### src/rtl/debug_view_manager.sv
// ============================================================================
// debug_view_manager
//
// Purpose:
//   Front-panel debug viewer for a soft CPU. Five pushbuttons pick one
//   register out of the CPU register file. That register is shown on the
//   seven-segment display, either live or frozen. When a displayed half-word
//   changes, its flash output goes high for a while. The LED bar shows either
//   the program counter or the low 16 bits of the displayed word.
//
// Ports:
//   clock_100mhz  in   1                 sole clock, rising edge
//   reset_n       in   1                 asynchronous active-low reset
//   reg_file      in   NUM_REGS*DATA_W   register i at [i*DATA_W +: DATA_W]
//   pc            in   32                CPU program counter
//   buttons       in   5                 raw buttons: 0 center, 1 up,
//                                        2 right, 3 down, 4 left
//   view_word     out  DATA_W            word for the seven-segment display
//   view_idx      out  IDX_W             index of the selected register
//   flash_upper   out  1                 upper half changed recently
//   flash_lower   out  1                 lower half changed recently
//   mono_leds     out  16                LED bar contents
//   frozen        out  1                 high while the view is frozen
// ============================================================================
module debug_view_manager #(
    parameter int NUM_REGS        = 8,
    parameter int DATA_W          = 32,
    parameter int DEBOUNCE_CYCLES = 1000000,
    parameter int FLASH_CYCLES    = 50000000,
    localparam int IDX_W          = $clog2(NUM_REGS)
) (
    input  logic                         clock_100mhz,
    input  logic                         reset_n,
    input  logic [NUM_REGS*DATA_W-1:0]   reg_file,
    input  logic [31:0]                  pc,
    input  logic [4:0]                   buttons,
    output logic [DATA_W-1:0]            view_word,
    output logic [IDX_W-1:0]             view_idx,
    output logic                         flash_upper,
    output logic                         flash_lower,
    output logic [15:0]                  mono_leds,
    output logic                         frozen
);

    localparam int BTN_CENTER = 0;
    localparam int BTN_UP     = 1;
    localparam int BTN_RIGHT  = 2;
    localparam int BTN_DOWN   = 3;
    localparam int BTN_LEFT   = 4;

    localparam int HALF = DATA_W / 2;

    localparam int DB_W = $clog2(DEBOUNCE_CYCLES + 1);
    localparam int FL_W = $clog2(FLASH_CYCLES + 1);

    localparam logic [DB_W-1:0]  DB_LAST   = DB_W'(DEBOUNCE_CYCLES - 1);
    localparam logic [FL_W-1:0]  FL_LOAD   = FL_W'(FLASH_CYCLES);
    localparam logic [IDX_W-1:0] IDX_LAST  = IDX_W'(NUM_REGS - 1);

    typedef enum logic {
        LIVE   = 1'b0,
        FROZEN = 1'b1
    } view_state_t;

    // ------------------------------------------------------------------
    // Button conditioning
    // ------------------------------------------------------------------
    logic [4:0]      sync1;
    logic [4:0]      sync2;
    logic [4:0]      db_level;
    logic [4:0]      db_prev;
    logic [DB_W-1:0] db_cnt [5];
    logic [4:0]      press;

    // The debounce counter runs only while the synchronised level differs
    // from the accepted level. Any sample equal to the accepted level
    // restarts the count.
    always_ff @(posedge clock_100mhz or negedge reset_n) begin
        if (!reset_n) begin
            sync1    <= '0;
            sync2    <= '0;
            db_level <= '0;
            db_prev  <= '0;
            for (int i = 0; i < 5; i++) begin
                db_cnt[i] <= '0;
            end
        end else begin
            sync1   <= buttons;
            sync2   <= sync1;
            db_prev <= db_level;
            for (int i = 0; i < 5; i++) begin
                if (sync2[i] == db_level[i]) begin
                    db_cnt[i] <= '0;
                end else if (db_cnt[i] == DB_LAST) begin
                    db_level[i] <= sync2[i];
                    db_cnt[i]   <= '0;
                end else begin
                    db_cnt[i] <= db_cnt[i] + 1'b1;
                end
            end
        end
    end

    // A press is the single cycle after a debounced rising edge.
    assign press = db_level & ~db_prev;

    // ------------------------------------------------------------------
    // Register selection
    // ------------------------------------------------------------------
    logic [DATA_W-1:0] regs [NUM_REGS];
    logic [DATA_W-1:0] selected;

    for (genvar g = 0; g < NUM_REGS; g++) begin : g_unpack
        assign regs[g] = reg_file[g*DATA_W +: DATA_W];
    end

    assign selected = regs[view_idx];

    // ------------------------------------------------------------------
    // Control state: view mode, index, LED mode
    // ------------------------------------------------------------------
    view_state_t      state_q;
    view_state_t      state_d;
    logic [IDX_W-1:0] idx_d;
    logic             led_mode;
    logic             led_mode_d;

    // Center overrides up, down and the left toggle. Up wins over down.
    // Right is independent of the other buttons.
    always_comb begin
        state_d    = state_q;
        idx_d      = view_idx;
        led_mode_d = led_mode;

        if (press[BTN_CENTER]) begin
            idx_d   = '0;
            state_d = LIVE;
        end else begin
            if (press[BTN_UP]) begin
                idx_d = (view_idx == IDX_LAST) ? '0 : view_idx + 1'b1;
            end else if (press[BTN_DOWN]) begin
                idx_d = (view_idx == '0) ? IDX_LAST : view_idx - 1'b1;
            end
            if (press[BTN_LEFT]) begin
                state_d = (state_q == LIVE) ? FROZEN : LIVE;
            end
        end

        if (press[BTN_RIGHT]) begin
            led_mode_d = ~led_mode;
        end
    end

    always_ff @(posedge clock_100mhz or negedge reset_n) begin
        if (!reset_n) begin
            state_q  <= LIVE;
            view_idx <= '0;
            led_mode <= 1'b0;
        end else begin
            state_q  <= state_d;
            view_idx <= idx_d;
            led_mode <= led_mode_d;
        end
    end

    assign frozen = (state_q == FROZEN);

    // ------------------------------------------------------------------
    // Displayed word and change detection
    // ------------------------------------------------------------------
    logic              armed;
    logic              settle;
    logic              idx_moved;
    logic              disturb;
    logic [DATA_W-1:0] word_d;
    logic              hit_upper;
    logic              hit_lower;
    logic [FL_W-1:0]   timer_upper;
    logic [FL_W-1:0]   timer_lower;
    logic [FL_W-1:0]   timer_upper_d;
    logic [FL_W-1:0]   timer_lower_d;

    assign disturb = (idx_d != view_idx) || (state_d != state_q);

    // The display stays at zero for one edge after reset. It starts tracking
    // from the second edge. In FROZEN mode it reloads once, one cycle after
    // each index change. 'settle' marks the first load after a reset, an
    // index change or a mode change. That load is expected, so it must not
    // start a flash.
    always_comb begin
        word_d    = view_word;
        hit_upper = 1'b0;
        hit_lower = 1'b0;

        if (armed && (state_q == LIVE || idx_moved)) begin
            word_d = selected;
        end

        if (state_q == LIVE && !settle && !disturb) begin
            hit_upper = (word_d[DATA_W-1:HALF] != view_word[DATA_W-1:HALF]);
            hit_lower = (word_d[HALF-1:0] != view_word[HALF-1:0]);
        end
    end

    // Timers clear on any disturbance. A new change reloads them.
    // Otherwise they count down and stop at zero.
    always_comb begin
        timer_upper_d = timer_upper;
        timer_lower_d = timer_lower;

        if (disturb) begin
            timer_upper_d = '0;
            timer_lower_d = '0;
        end else begin
            if (hit_upper) begin
                timer_upper_d = FL_LOAD;
            end else if (timer_upper != '0) begin
                timer_upper_d = timer_upper - 1'b1;
            end
            if (hit_lower) begin
                timer_lower_d = FL_LOAD;
            end else if (timer_lower != '0) begin
                timer_lower_d = timer_lower - 1'b1;
            end
        end
    end

    always_ff @(posedge clock_100mhz or negedge reset_n) begin
        if (!reset_n) begin
            armed       <= 1'b0;
            settle      <= 1'b1;
            idx_moved   <= 1'b0;
            view_word   <= '0;
            timer_upper <= '0;
            timer_lower <= '0;
        end else begin
            armed       <= 1'b1;
            settle      <= disturb | ~armed;
            idx_moved   <= (idx_d != view_idx);
            view_word   <= word_d;
            timer_upper <= timer_upper_d;
            timer_lower <= timer_lower_d;
        end
    end

    assign flash_upper = (timer_upper != '0);
    assign flash_lower = (timer_lower != '0);

    // ------------------------------------------------------------------
    // LED bar
    // ------------------------------------------------------------------
    logic [15:0] word_low16;
    logic        unused_pc;

    if (DATA_W >= 16) begin : g_wide
        assign word_low16 = view_word[15:0];
    end else begin : g_narrow
        assign word_low16 = {{(16-DATA_W){1'b0}}, view_word};
    end

    assign unused_pc = ^pc[31:16];

    always_ff @(posedge clock_100mhz or negedge reset_n) begin
        if (!reset_n) begin
            mono_leds <= '0;
        end else begin
            mono_leds <= led_mode ? word_low16 : pc[15:0];
        end
    end

endmodule
### config.mk
export PLATFORM = sky130hd
export DESIGN_NAME = debug_view_manager
export DESIGN_NICKNAME = d
export VERILOG_FILES = /design/src/rtl/debug_view_manager.sv
export SDC_FILE = /design/constraint.sdc
export NUM_CORES = 1
export LEC_CHECK = 0
export CAP_MARGIN = 30
export CORE_MARGIN = 4
export CORE_UTILIZATION = 40
export DETAILED_ROUTE_END_ITERATION = 8
export GPL_TIMING_DRIVEN = 0
export PLACE_DENSITY = 0.72
export SLEW_MARGIN = 40
export SYNTH_ARGS = -nofsm -noshare
export SYNTH_HDL_FRONTEND = slang
export SYNTH_SLANG_ARGS = --single-unit
### constraint.sdc
create_clock -name clock_100mhz -period 3.3 [get_ports clock_100mhz]
set_clock_uncertainty 0.2 [all_clocks]
set_input_delay 0.33 -clock clock_100mhz [delete_from_list [all_inputs] [get_ports clock_100mhz]]
set_output_delay 0.33 -clock clock_100mhz [all_outputs]
set_load 0.01 [all_outputs]
Yosys cells after proc, flatten, opt, wreduce, memory -nomap -nowiden
Index checks and enable logic that the tools add are counted.
{ "op_classes": {"magnitude_cmp": 1, "add_sub_neg": 9, "reduce_logical": 17, "n_eq_ne": 15, "n_bitwise": 12, "mux": 31} }
{ "ops": {"columns": ["op", "count"], "rows": [
  ["$mux 20", 10],
  ["$mux 26", 6],
  ["$add 20x1->20 const B", 5],
  ["$eq 20x20->1 const B", 5],
  ["$bmux 32 s3", 1],
  ["$mux 32", 3],
  ["$reduce_bool 26->1", 2],
  ["$sub 26x1->26 const B", 2],
  ["$ne 16x16->1", 2],
  ["$mux 16", 1],
  ["$mux 3", 5],
  ["$reduce_and 2->1", 5],
  ["$not 1->1", 8],
  ["$reduce_bool 3->1", 2],
  ["$and 5x5->5", 1],
  ["$eq 1x1->1", 5],
  ["$mux 1", 5],
  ["$not 5->5", 1],
  ["$ge 4x4->1 const B", 1],
  ["$not 3->4", 1],
  ["$add 3x1->3 const B", 1],
  ["$eq 3x3->1 const B", 1],
  ["$logic_and 1x1->1", 3],
  ["$logic_not 3->1", 1],
  ["6 further kinds", 8]
]} }
{ "totals": {"ff_bits": 228, "input_bits": 295, "output_inout_bits": 54} }

Depth between registers and ports, before layout
Gate-level depths: netlist of run 1.
{ "depth": {"ltp_word": 12, "ltp_mapped": 15, "depth_no_buf": 10} }

Worst setup path before layout of run 1
OpenSTA, ideal clock, no wires.
{ "synth_timing": {"path_type": "register to register", "start": "register view_idx[1]", "end": "register timer_lower[12]", "stages_incl_launch_ff": 12, "synth_period_minus_slack_ns": 2.944, "path_slack_ns": 0.356, "required_ns": 2.975, "arrival_ns": 2.619, "n_path_buf": 3, "cell_sequence": "dfrtp_1 > buf_2 > clkbuf_1 > mux4_2 > mux2i_1 > xor2_1 > nand2_1 > nor4_2 > nand2_1 > o2111ai_1 > buf_2 > o21ai_1"} }
{ "synth_between": {"elab_chain_len": 12} }
{ "synth_rtl": {"columns": ["element", "line_no", "source"], "rows": [
  ["start: declaration", "38", "output logic [IDX_W-1:0] view_idx,"],
  ["start signal: assignment", "161", "view_idx <= idx_d;"],
  ["$sub 3x1->3 or $logic_not 3->1 (tied branches)", "142", "idx_d = (view_idx == '0) ? IDX_LAST : view_idx - 1'b1;"],
  ["$mux 3", "142", null],
  ["$mux 3", "141", "end else if (press[BTN_DOWN]) begin"],
  ["$mux 3", "139", "if (press[BTN_UP]) begin"],
  ["$mux 3", "135", "if (press[BTN_CENTER]) begin"],
  ["$ne 3x3->1", "183", "assign disturb = (idx_d != view_idx) || (state_d != state_q);"],
  ["$logic_or 1x1->1", "183", null],
  ["$logic_not 1->1", "199", "if (state_q == LIVE && !settle && !disturb) begin"],
  ["$logic_and 1x1->1", "199", null],
  ["$mux 1", "199", null],
  ["$mux 26", "220", "if (hit_lower) begin"],
  ["$mux 26", "211", "if (disturb) begin"],
  ["end signal: assignment", "242", "timer_lower <= timer_lower_d;"],
  ["end: declaration", "179", "logic [FL_W-1:0] timer_lower;"]
]} }
Parallel ways exist; a longest one is shown, timed or not. The select of a mux whose other input is x is not followed.
A chain may end at the register's enable or synchronous reset.

Worst setup path after layout of run 1
{ "layout_timing": {"start": "register timer_lower[7]", "end": "output flash_lower"} }
{ "layout_between": {"elab_chain_len": 1} }
{ "layout_rtl": {"columns": ["element", "line_no", "source"], "rows": [
  ["$reduce_bool 26->1", "247", "assign flash_lower = (timer_lower != '0);"],
  ["end: declaration", "40", "output logic flash_lower,"]
]} }
No other way between the ends.

==> flow_summary.json, run 1 <==
{
  "outcome": "finished clean",
  "pin_count": 349,
  "die_w_um": 185,
  "antenna_left": 0,
  "fp.dieH_um": 185,
  "dominantRegCellSynth": "sky130_fd_sc_hd__dfrtp_1",
  "report.final.setup_viol": 0,
  "flow.area_growth_from_synthesis_pct": 40.6,
  "postRouteWirelength_um": 37300,
  "slowest_delay_ns": 0.44,
  "worst_setup_path_endpoint": "flash_lower",
  "grt_remaining_overflow": 0,
  "ir_worst_vdd_mv": 0.401,
  "synth_warnings": 0,
  "drt_first_pass_iters": 5,
  "post-synth-top-area-fraction": 0.452,
  "number_of_hold_violations_in_the_final_report": 0,
  "grt_pass1_wl_um": 57300,
  "cp_max_fo": 2,
  "synth.largest_area_cell": "sky130_fd_sc_hd__dfrtp_1",
  "number_of_non_filler_instances_in_the_completed_layout": 2010,
  "rr_endpoint": "timer_lower[19]$_DFFE_PN0P_",
  "p_switching_mw": 1.81,
  "cp.required_ns": 2.77,
  "antenna-diode-count": 0,
  "clk_buf_depth": 3,
  "first_global_vias": 10700,
  "gp_congestion": 0.862,
  "grt_start_max_net_pins": 72,
  "numCtsBuffers": 25,
  "setup.worst_path.start_class": "flop",
  "static-leakage-power_nw": 6.93,
  "max_clock_freq_ghz": 0.309,
  "grt_setup_unrepaired": "yes",
  "period_needed_ns": 3.23,
  "total_number_of_h_tree_levels": 1,
  "timing_worst_setup_path_type": "flop to output pin",
  "dpl.hpwl_um": 28900,
  "cts_sinks": 228,
  "num-nets-final": 1903,
  "detailroute.via_count": 10800,
  "rows": 64,
  "netlist_instances": 1221,
  "synth-edff-count": 0,
  "number_of_port_buffers": 332,
  "floorplan.initialDensity": 0.409,
  "holdCritStartpoint": "buttons[2]",
  "arrival_time_at_the_worst_endpoint_ns": 2.70,
  "timing.critical_path.max_delay_family": "simple AND/OR/NAND/NOR gates",
  "worstMarginPinSlew_ns": 0.811,
  "iter_0_drt_violations": 605,
  "timing.critical_path.cells": "or3_1, or2_1, or3_4, or4_4, nor2_4, inv_2, buf_2",
  "synth-async-reset-ratio": 1.00,
  "clock_latency_ns": 0.51,
  "clkTransAtPathRegs_ns": 0.07,
  "synth_area_leaders": "sky130_fd_sc_hd__dfrtp_1 (45%), sky130_fd_sc_hd__mux2i_1 (6.6%), sky130_fd_sc_hd__mux4_2 (5.7%)",
  "fin_worst_hold_slack_ns": 0.0470,
  "dieArea_um2": 34300,
  "slew_headroom": 0.459,
  "power_report.internal_total_mw": 5.49,
  "dpl.cell_count": 1952,
  "setup.worst_path.start": "timer_lower[7]$_DFFE_PN0P_",
  "post_route_cells_drive_above_1_share": 0.116,
  "synth.net_count": 1527,
  "critPathCaptureType": "output pin",
  "power_switching_share": 0.248,
  "power_density_nw_per_um2": 413,
  "design.core.area_um2": 30700,
  "post-route-drc-count": 0,
  "gr-usage-all-layers": 0.209,
  "maxSlewViolCount": 0,
  "antenna_found_initial": 0,
  "p_seq_frac": 0.430,
  "max_capacitance_violation_total": 0,
  "clock_group_share_of_total_power": 0.398,
  "syn_area_um2": 12600,
  "synth.avg_cell_area_um2": 10.3,
  "sequential_element_share_of_the_synthesized_area": 0.454,
  "post_dr_vias_cell": 5.36,
  "critical_path.slowest_cell": "sky130_fd_sc_hd__or4_4",
  "clock-root-buffer": "sky130_fd_sc_hd__clkbuf_16",
  "worst_r2r_path_depth": 11,
  "cp.depth": 7,
  "yosys.cell_types.count": 63,
  "avgRoutedWirePerCell_um": 18.6,
  "cp_num_buf_inv": 2,
  "power.share.combinational": 0.172,
  "tritoncts": "done",
  "timing.hold.worst_path_depth": 1,
  "ys_ff_latch": 228,
  "final_clock_period_utilization_by_the_worst_path": 0.979,
  "holdCritPathClass": "input pin to flop",
  "regToRegStartpoint": "view_idx[0]$_DFF_PN0_",
  "r2r_setup_slack_ns": 0.11
}
==> logic make-up after synthesis <==
family,Yosys count,synth area share
buffers and inverters,72,0.0284
XOR/XNOR,147,0.102
AND/OR/NAND/NOR,473,0.185
multiplexers,137,0.143
adder cells (fa/ha/maj),11,0.0110
other,1,0.000299
flip-flops,228,0.454
AO/OA/AOI/OAI,152,0.0751
==> worst reg2reg max path, delay by kind of cell, from the launching register on <==
kind	cells	cell delay [ns]
and+or+nand+nor	3	0.69
muxes	2	0.72
AOI/OAI and AO/OA	2	0.30
buffers and inverters	3	0.52
DFF	1	0.42
xor gates and xnor gates	1	0.23
==> power by group through the flow <==
stage	registers [mW]	logic (mW)	clock network [mW]
3_5_place_dp	3.18	1.19	0
5_1_grt	3.16	1.37	3.08
4_1_cts	3.13	1.24	2.95
6_report	3.14	1.25	2.91
2_1_floorplan	3.16	0.539	0
3_3_place_gp	3.18	1.15	0
==> how the worst min path moves through the flow <==
| stage | slack [ns] | to |
|---|---|---|
| 2_1_floorplan | -0.17 | armed$_DFF_PN0_ |
| 3_3_place_gp | 0.13 | sync2[2]$_DFF_PN0_ |
| 3_5_place_dp | 0.05 | view_word[22]$_DFF_PN0_ |
| 4_1_cts | 0.03 | sync1[2]$_DFF_PN0_ |
| 5_1_grt | 0.04 | sync1[2]$_DFF_PN0_ |
| 6_report | 0.05 | sync1[2]$_DFF_PN0_ |
==> state kept, by name (all words and copies together), names as in the netlist, 5 cells and up <==
register     flops
db_prev          5
view_word       32
db_cnt         100
sync1            5
db_level         5
sync2            5
mono_leds       16
timer_lower     26
timer_upper     26
==> through the flow <==
step	setup TNS [ns]	instance area, µm²	utilization	power, mW	setup slack (ns)
after detailed placement	-20.85	16500	0.536	4.38	-0.513
after floorplan	0	12600	-	3.70	0.356
after global placement	-1858.31	16400	0.533	4.33	-8.10
after CTS	0	17500	0.569	7.32	0.00202
after global routing	-0.391	17700	0.574	7.61	-0.0440
final	0	17700	0.574	7.30	0.0681
==> layout make-up <==
| cell class | instances | area (µm²) |
|---|---|---|
| fillers | 2630 | 13100 |
| multi-input cells | 921 | 6620 |
| flip-flops and latches | 228 | 5710 |
| repair buffers | 353 | 3540 |
| clock buffers | 37 | 751 |
| well taps | 396 | 495 |
| plain buffers | 48 | 358 |
| clock inverters | 7 | 114 |
| inverters | 20 | 77.6 |
==> per-layer routing <==
metal / share of wire / vias to the layer above / global-route usage
met5: 0 / - / 0
met4: 0.024 / 0 / 0.0449
met3: 0.050 / 59 / 0.0328
met2: 0.50 / 306 / 0.358
met1: 0.42 / 5305 / 0.284
li1: - / 5097 / -
==> cells in the mapped netlist, types with 13 or more instances <==
cell type and instances:
sky130_fd_sc_hd__dfrtp_1 227, sky130_fd_sc_hd__nor2_1 141, sky130_fd_sc_hd__nand2_1 112, sky130_fd_sc_hd__mux2i_1 83, sky130_fd_sc_hd__xnor2_1 79, sky130_fd_sc_hd__xor2_1 68, sky130_fd_sc_hd__nand3_1 48, sky130_fd_sc_hd__o21ai_0 46
sky130_fd_sc_hd__mux4_2 32, sky130_fd_sc_hd__a22oi_1 30, sky130_fd_sc_hd__clkbuf_1 30, sky130_fd_sc_hd__nor3_1 30, sky130_fd_sc_hd__a21oi_1 27, sky130_fd_sc_hd__nor4_1 23, sky130_fd_sc_hd__and3_1 22, sky130_fd_sc_hd__mux2_2 22
sky130_fd_sc_hd__or3_1 20, sky130_fd_sc_hd__inv_1 18, sky130_fd_sc_hd__o21ai_1 14, sky130_fd_sc_hd__nand4_1 13
==> cells in the final DEF (no fill, tap or decap), types with 22 or more instances in the layout <==
| cell type | n |
|---|---|
| sky130_fd_sc_hd__clkdlybuf4s50_1 | 329 |
| sky130_fd_sc_hd__dfrtp_1 | 225 |
| sky130_fd_sc_hd__nor2_1 | 141 |
| sky130_fd_sc_hd__nand2_1 | 112 |
| sky130_fd_sc_hd__xnor2_1 | 79 |
| sky130_fd_sc_hd__mux2i_1 | 78 |
| sky130_fd_sc_hd__xor2_1 | 68 |
| sky130_fd_sc_hd__nand3_1 | 48 |
| sky130_fd_sc_hd__o21ai_0 | 46 |
| sky130_fd_sc_hd__mux4_2 | 32 |
| sky130_fd_sc_hd__a22oi_1 | 28 |
| sky130_fd_sc_hd__nor3_1 | 27 |
| sky130_fd_sc_hd__a21oi_1 | 27 |
| sky130_fd_sc_hd__clkbuf_16 | 25 |
| sky130_fd_sc_hd__nor4_1 | 23 |
| sky130_fd_sc_hd__buf_4 | 23 |
| sky130_fd_sc_hd__and3_1 | 22 |
| sky130_fd_sc_hd__clkbuf_1 | 22 |
| sky130_fd_sc_hd__mux2_2 | 22 |
==> timing repair <==
action | 4_1_cts | 5_1_grt
resized for setup | 30 | 44
setup buffers | 12 | 5
endpoints found under the setup margin | 54 | 49
hold buffers | 1 | 0
cloned | 0 | 0
endpoints found under the hold margin | 166 | 0
pin swaps | 7 | 10
Power figures use the tool's default switching activity.
==> run 2: changes to the inputs <==
MAX_ROUTING_LAYER = met4   (was default)
REMOVE_ABC_BUFFERS = 1   (was default)
==> flow_summary.json, run 2 (synthesis gave the netlist of run 1 again) <==
{
  "iter_0_drt_violations": 481,
  "worstMarginPinSlew_ns": 0.802,
  "dp_slack_ns": -0.993,
  "design.core.area_um2": 30700,
  "avgRoutedWirePerCell_um": 19.6,
  "final_clock_period_utilization_by_the_worst_path": 0.973,
  "setup.worst_path.start": "view_idx[0]$_DFF_PN0_",
  "first_global_vias": 10800,
  "post_route_cells_drive_above_1_share": 0.126,
  "max_clock_freq_ghz": 0.311,
  "critical_path.slowest_cell": "sky130_fd_sc_hd__dfrtp_4",
  "maxSlewViolCount": 0,
  "clock-root-buffer": "sky130_fd_sc_hd__clkbuf_16",
  "clk_buf_depth": 3,
  "end_point_of_the_worst_hold_path": "sync1[0]$_DFF_PN0_",
  "cp_num_buf_inv": 3,
  "report.final.setup_viol": 0,
  "grt_remaining_overflow": 0,
  "timing.critical_path.cells": "buf_16, buf_16, bufbuf_16, mux2i_1, a22oi_1, nand2_1, a2bb2oi_1, o221ai_1, a211o_1, o21a_2, nor4_1",
  "cts_sinks": 228,
  "post_dr_vias_cell": 5.33,
  "tritoncts": "done",
  "period_needed_ns": 3.21,
  "power_density_nw_per_um2": 402,
  "ir_worst_vdd_mv": 0.369,
  "slew_headroom": 0.463,
  "grt_start_max_net_pins": 73,
  "detailroute.via_count": 10700,
  "regToRegStartpoint": "view_idx[0]$_DFF_PN0_",
  "r2r_setup_slack_ns": 0.09,
  "grt_setup_unrepaired": "yes",
  "outcome": "finished clean",
  "holdCritStartpoint": "buttons[0]",
  "largest-register": "db_cnt",
  "postRouteWirelength_um": 39100,
  "drt_first_pass_iters": 5,
  "fin_worst_hold_slack_ns": 0.0391,
  "dpl.hpwl_um": 29100,
  "total_number_of_h_tree_levels": 1,
  "timing_worst_setup_path_type": "flop to flop",
  "grt_pass1_wl_um": 59300,
  "totalPowerFinal_mw": 7.19,
  "antenna_found_initial": 3,
  "timing.critical_path.max_delay_family": "compound AO/OA/AOI/OAI gates",
  "dpl.cell_count": 1910,
  "cp.depth": 11,
  "reg_top3": "db_cnt x100, view_word x32",
  "dieArea_um2": 34300,
  "max_capacitance_violation_total": 0,
  "critPathMostFrequentCell": "sky130_fd_sc_hd__buf_16",
  "cp_max_fo": 16,
  "gr-usage-all-layers": 0.226,
  "worst_r2r_path_depth": 11,
  "setup.worst_path.start_class": "flop",
  "clock_latency_ns": 0.53,
  "flow.area_growth_from_synthesis_pct": 42.2,
  "cp.required_ns": 3.52,
  "die_w_um": 185,
  "num-nets-final": 1887,
  "slowest_delay_ns": 0.50,
  "gp_congestion": 0.911,
  "post-route-drc-count": 0,
  "floorplan.initialDensity": 0.409,
  "holdCritPathClass": "input pin to flop",
  "rows": 64,
  "layout_commonest_cell": "sky130_fd_sc_hd__clkdlybuf4s50_1",
  "number_of_port_buffers": 332,
  "number_of_hold_violations_in_the_final_report": 0,
  "critPathCaptureType": "flop",
  "arrival_time_at_the_worst_endpoint_ns": 3.43,
  "timing.hold.worst_path_depth": 1,
  "fp.dieH_um": 185,
  "number_of_flip_flops_under_the_largest_register_name": 100,
  "number_of_non_filler_instances_in_the_completed_layout": 2000,
  "numCtsBuffers": 26,
  "final_cell_mix": "sky130_fd_sc_hd__clkdlybuf4s50_1 (329), sky130_fd_sc_hd__dfrtp_1 (223), sky130_fd_sc_hd__nor2_1 (141), sky130_fd_sc_hd__nand2_1 (112), sky130_fd_sc_hd__xnor2_1 (79)",
  "summed_negative_setup_slack_over_all_endpoints_ns": 0,
  "clkTransAtPathRegs_ns": 0.06,
  "finalWorstSetupSlack_ns": 0.0880,
  "pin_count": 349,
  "rr_endpoint": "timer_upper[2]$_DFFE_PN0P_",
  "static-leakage-power_nw": 6.97,
  "antenna_left": 0
}
[run 2: worst max-delay path by stage]
stage | slack, ns | endpoint
finish | 0.09 | timer_upper[2]$_DFFE_PN0P_
global route | -0.04 | timer_lower[15]$_DFFE_PN0P_
floorplan | -2.85 | timer_upper[1]$_DFFE_PN0P_
global placement | -8.07 | view_word[17]$_DFF_PN0_
CTS | 0.001 | timer_upper[1]$_DFFE_PN0P_
detailed placement | -0.99 | timer_lower[15]$_DFFE_PN0P_
[run 2: what timing repair did]
action | in CTS | in global routing
gates cloned | 3 | 1
hold endpoints to repair | 160 | 0
hold buffers | 1 | 0
setup endpoints to repair | 54 | 47
resized for setup | 31 | 28
pin swaps | 8 | 10
buffers inserted | 18 | 16
[run 2: where the power goes]
group,internal (mW),leakage (nW),switching [mW]
logic,0.742,3.66,0.541
clock network,1.65,0.411,1.11
registers,2.97,2.90,0.175
total,5.35,6.97,1.83
[run 2: through the flow]
stage / instance area (µm²) / utilization
floorplan: 12300 / -
global placement: 16100 / 0.524
detailed placement: 16400 / 0.532
CTS: 17600 / 0.572
global route: 17900 / 0.581
finish: 17900 / 0.581
[run 2: final cells by class]
cell class / instances / area [µm²]
Clock buffer: 40 / 753
Sequential cell: 228 / 5720
Clock inverter: 8 / 76.3
Tap cell: 396 / 495
Fill cell: 2635 / 12900
Inverter: 20 / 75.1
Multi-Input combinational cell: 922 / 6770
Antenna cell: 3 / 7.51
Timing Repair Buffer: 383 / 3960
[run 2: per-layer routing]
metal,track usage,vias up,routed length (µm)
met2,0.381,287,19000
met4,0.0631,0,1310
met3,0.0469,57,2550
met1,0.276,5258,16200
li1,-,5065,-
met5,-,-,0
[run 2: worst register-to-register path, cell delays in order, from the launching register on]
cell                        delay (ns)
sky130_fd_sc_hd__dfrtp_4          0.50
sky130_fd_sc_hd__buf_16           0.18
sky130_fd_sc_hd__buf_16           0.18
sky130_fd_sc_hd__bufbuf_16        0.31
sky130_fd_sc_hd__mux2i_1          0.13
sky130_fd_sc_hd__a22oi_1          0.13
sky130_fd_sc_hd__nand2_1          0.16
sky130_fd_sc_hd__a2bb2oi_1        0.18
sky130_fd_sc_hd__o221ai_1         0.16
sky130_fd_sc_hd__a211o_1          0.42
sky130_fd_sc_hd__o21a_2           0.32
sky130_fd_sc_hd__nor4_1           0.24
